**src/rtl/counter_sequencer.sv**
```systemverilog
// counter_sequencer: command-driven LOAD/UP/DOWN/HOLD controller for an up/down preset counter
//   clk, rst                       clock, asynchronous active-high reset
//   cmd_valid/cmd_ready            command handshake; ready only in IDLE
//   cmd_op, cmd_arg                00 LOAD preset, 01 UP steps, 10 DOWN steps, 11 HOLD cycles
//   abort                          kills the running command, pulses aborted
//   count_value                    counter output, captured into result_value in DONE
//   enable_cnt_up/enable_cnt_dn    counter step enables
//   new_cntr_preset(_value)        one-cycle load strobe and held preset value
//   pause_counting                 high whenever not stepping
//   busy, done, aborted            status; done/aborted are one-cycle pulses
module counter_sequencer #(
  parameter int WIDETH = 8
) (
  input  logic              clk,
  input  logic              rst,
  input  logic              cmd_valid,
  output logic              cmd_ready,
  input  logic [1:0]        cmd_op,
  input  logic [WIDETH-1:0] cmd_arg,
  input  logic              abort,
  input  logic [WIDETH-1:0] count_value,
  output logic              enable_cnt_up,
  output logic              enable_cnt_dn,
  output logic              new_cntr_preset,
  output logic [WIDETH-1:0] new_cntr_preset_value,
  output logic              pause_counting,
  output logic              busy,
  output logic              done,
  output logic              aborted,
  output logic [WIDETH-1:0] result_value
);
  typedef enum logic [2:0] {IDLE, LOAD, UP, DOWN, HOLD, DONE} state_t;
  state_t state, state_nxt;
  logic [WIDETH-1:0] remaining, remaining_nxt;
  logic accept, active;
  assign accept = cmd_valid & cmd_ready;
  assign active = state inside {LOAD, UP, DOWN, HOLD};
  always_comb begin
    state_nxt = state;
    remaining_nxt = remaining;
    case (state)
      IDLE: if (accept) begin
        remaining_nxt = cmd_arg;
        // a zero-length step/hold command has nothing to do and finishes straight away
        state_nxt = cmd_op == 2'b00 ? LOAD :
                    cmd_arg == '0   ? DONE :
                    cmd_op == 2'b01 ? UP   :
                    cmd_op == 2'b10 ? DOWN : HOLD;
      end
      LOAD: state_nxt = abort ? IDLE : DONE;
      UP, DOWN, HOLD: begin
        remaining_nxt = remaining - 1'b1;
        state_nxt = abort ? IDLE : remaining == 1 ? DONE : state;
      end
      DONE: state_nxt = IDLE;
      default: state_nxt = IDLE;
    endcase
  end
  always_ff @(posedge clk or posedge rst)
    if (rst) begin
      state <= IDLE;
      remaining <= '0;
      new_cntr_preset_value <= '0;
      result_value <= '0;
      aborted <= 1'b0;
    end else begin
      state <= state_nxt;
      remaining <= remaining_nxt;
      aborted <= abort & active;
      if (accept && cmd_op == 2'b00) new_cntr_preset_value <= cmd_arg;
      if (state == DONE) result_value <= count_value;
    end
  assign cmd_ready = state == IDLE;
  assign busy = state != IDLE;
  assign enable_cnt_up = state == UP;
  assign enable_cnt_dn = state == DOWN;
  assign pause_counting = !(state inside {UP, DOWN});
  assign new_cntr_preset = state == LOAD;
  assign done = state == DONE;
endmodule
```
**config.mk**
```make
export PLATFORM = sky130hd
export DESIGN_NAME = counter_sequencer
export DESIGN_NICKNAME = d
export VERILOG_FILES = /design/src/rtl/counter_sequencer.sv
export SDC_FILE = /design/constraint.sdc
export NUM_CORES = 1
export LEC_CHECK = 0
export CAP_MARGIN = 10
export CORE_MARGIN = 3
export CORE_UTILIZATION = 47
export DETAILED_ROUTE_END_ITERATION = 16
export PLACE_DENSITY = 0.87
export RECOVER_POWER = 25
export SETUP_SLACK_MARGIN = 0.2
export SKIP_CTS_REPAIR_TIMING = 1
export SYNTH_ARGS = -nofsm -noshare
export SYNTH_HDL_FRONTEND = slang
export SYNTH_SLANG_ARGS = --single-unit
```
**constraint.sdc**
```tcl
create_clock -name clk -period 2.2 [get_ports clk]
set_input_delay 0.44 -clock clk [delete_from_list [all_inputs] [get_ports clk]]
set_output_delay 0.44 -clock clk [all_outputs]
set_load 0.1 [all_outputs]
```
==> metrics.yaml <==
grt_pass1_vias: 1239
io_pins: 46
cts_buffer_depth: 2
ys_ff_latch: 28
fp.coreArea_um2: 3100
wl_per_cell_um: 14.7
syn_avg_cell_area_um2: 10.5
min_period_ns: 1.90
synth.cell_area_um2: 1550
critPathMaxStageDelay_ns: 0.49
cts_root_buf: "clkbuf_4"
drv_slew: 0
cts-htree-levels: 1
ys_warn_count: 0
synth_edf_count: 0
cts_buffers: 3
final_nets: 224
antennaDiodeCount: 0
drive_gt1_share_pct: 31.8
multi_input_area_um2: 779
setup_violations: 0
portBuffers: 45
grt.overflow.total: 0
startpoint_type: "flip-flop"
die_y_um: 63.5
ys_types: 44
synth_top_family_by_area: "simple AND/OR/NAND/NOR gates"
hp-class: "reg -> reg"
cts_tree: "done"
clock-sinks: 28
cp_slowest_cell: "dfrtp_2"
rows: 20
hpwl_um: 2850
yosys.area_share.simple_pct: 19.3
synthFlopType: "dfrtp_1"
synth.net_count: 173
area_growth_pct: 38.4
regArea_um2: 704
viasPerCell: 5.38
fillCellCount: 245
dr.first_iter.drc_count: 49
num_vias: 1301
grtUsageTotal_pct: 18.6
hold_viol: 0
rsz0062_at_grt: "false"
syn_inst: 148
relSlewSlack_pct: 66.8
place.gp.congestion: 0.951
period_share_pct: 86.4
max_freq_mhz: 526
die_area_um2: 4030
arrival_ns: 1.46
whs_ns: 0.498
worstPathMaxFanout: 6
endpoint_kind: "primary output"
synthMuxAreaShare_pct: 12.6
antenna_found_initial: 0
cap_violations: 0
synthXorXnorAreaFrac_pct: 0
cp_cell_sequence: "and2b_4 > inv_2 > nor2_4 > buf_12"
fin_worst_skew_ns: 0.00170
grt_start_max_net_pins: 29
grt_pass1_wl_um: 5980
dr.pass1.iters: 4
wirelength_um: 3560
die_w_um: 63.5
worst-setup-path-type: "reg -> out"
start_util_pct: 50.0
path_clk_slew_ns: 0.14
clock_latency_ns: 0.32
synthAdderAreaFrac_pct: 2.42
synth_compound_area_share_pct: 13.8
yosysSeqAreaShare_pct: 45.1
tightest_slew_ns: 0.497
async_flop_share_pct: 100
status: "finished clean"
drcViolationCount: 0
antenna_left: 0
required_ns: 1.76
==> path summary, 6_finish.rpt <==
path,from,endpoint,slack [ns],depth (start not counted)
max reg2reg,remaining[0]$_DFFE_PP0P_,remaining[6]$_DFFE_PP0P_,0.48,6
max,state[2]$_DFFE_PP0P_,enable_cnt_up,0.30,4
min in group asynchronous,rst,result_value[1]$_DFFE_PP0P_,0.61,3
min reg2reg,result_value[3]$_DFFE_PP0P_,result_value[3]$_DFFE_PP0P_,0.50,2
max in group asynchronous,rst,state[1]$_DFFE_PP0P_,1.31,3
min,result_value[3]$_DFFE_PP0P_,result_value[3]$_DFFE_PP0P_,0.50,2
==> synthesized netlist by cell type (all sizes together), types with 5 or more instances <==
| library cell | n | area share [%] |
|---|---|---|
| buf | 5 | 3.9 |
| dfrtp | 28 | 45 |
| inv | 11 | 2.7 |
| mux2 | 9 | 8.7 |
| mux2i | 6 | 3.9 |
| nand2 | 27 | 6.5 |
| nor2 | 8 | 2.3 |
| nor3 | 5 | 2.3 |
| nor4 | 5 | 2.4 |
| o21ai | 8 | 2.6 |
==> registers in the layout, indices dropped and copies added (netlist names) <==
| register | cells |
|---|---|
| aborted | 1 |
| new_cntr_preset_value | 8 |
| state | 3 |
| result_value | 8 |
| remaining | 8 |
==> critical path, delay by kind of cell (launching register included) <==
kind          cells  cell delay [ns]
flops             1             0.49
simple gates      2             0.39
buf+inv           2             0.26
==> kinds of logic (layout without fill, tap and decap cells) <==
kind of cell	count (synthesis)	in the layout
muxes	15	15
adders and majority gates	3	3
buffers and inverters	17	67
DFF	28	28
AOI/OAI and AO/OA	29	29
and+or+nand+nor	56	56
==> per-stage QoR <==
stage | util, % | setup TNS (ns) | cell area (µm²) | setup slack (ns) | std cells
floorplan | - | -0.708 | 1580 | -0.0833 | 148
global placement | 66.9 | 0 | 2080 | 0.144 | 235
detailed placement | 66.9 | 0 | 2080 | 0.0741 | 235
CTS | 68.1 | -0.0205 | 2110 | -0.0205 | 239
global route | 69.3 | 0 | 2150 | 0.226 | 242
finish | 69.3 | 0 | 2150 | 0.300 | 242
==> area by class of cell <==
cell class              count  share of cell area [%]
multi-input cells         103                    36.3
inverters                  12                    2.50
repair buffers             51                    24.2
well taps                  44                    2.56
clock buffers               4                    1.69
flip-flops and latches     28                    32.8
==> cell usage in the layout (no fill, tap or decap), types with 3 or more instances in the layout <==
master           netlist  final
buf_12                 0      7
buf_4                  0     22
clkbuf_4               0      3
clkdlybuf4s50_1        0     20
dfrtp_1               28     25
dfrtp_2                0      3
ha_1                   3      3
inv_1                  9      9
mux2_4                 9      9
mux2i_1                6      6
nand2_1               27     27
nor2_1                 6      5
nor3_1                 3      3
nor4_1                 4      4
o21ai_0                4      4
o21ai_1                4      4
o2bb2ai_1              3      3
==> routing by layer <==
metal	vias to the layer above	track usage [%]	wire, µm
li1	623	-	-
met1	631	23.6	1580
met2	43	32.1	1770
met3	4	3.57	189
met4	0	5.66	25
met5	-	0	0
Power of run 1 is not shown: default switching activity piles up to over one toggle a cycle in this logic, so the estimate is an artifact.
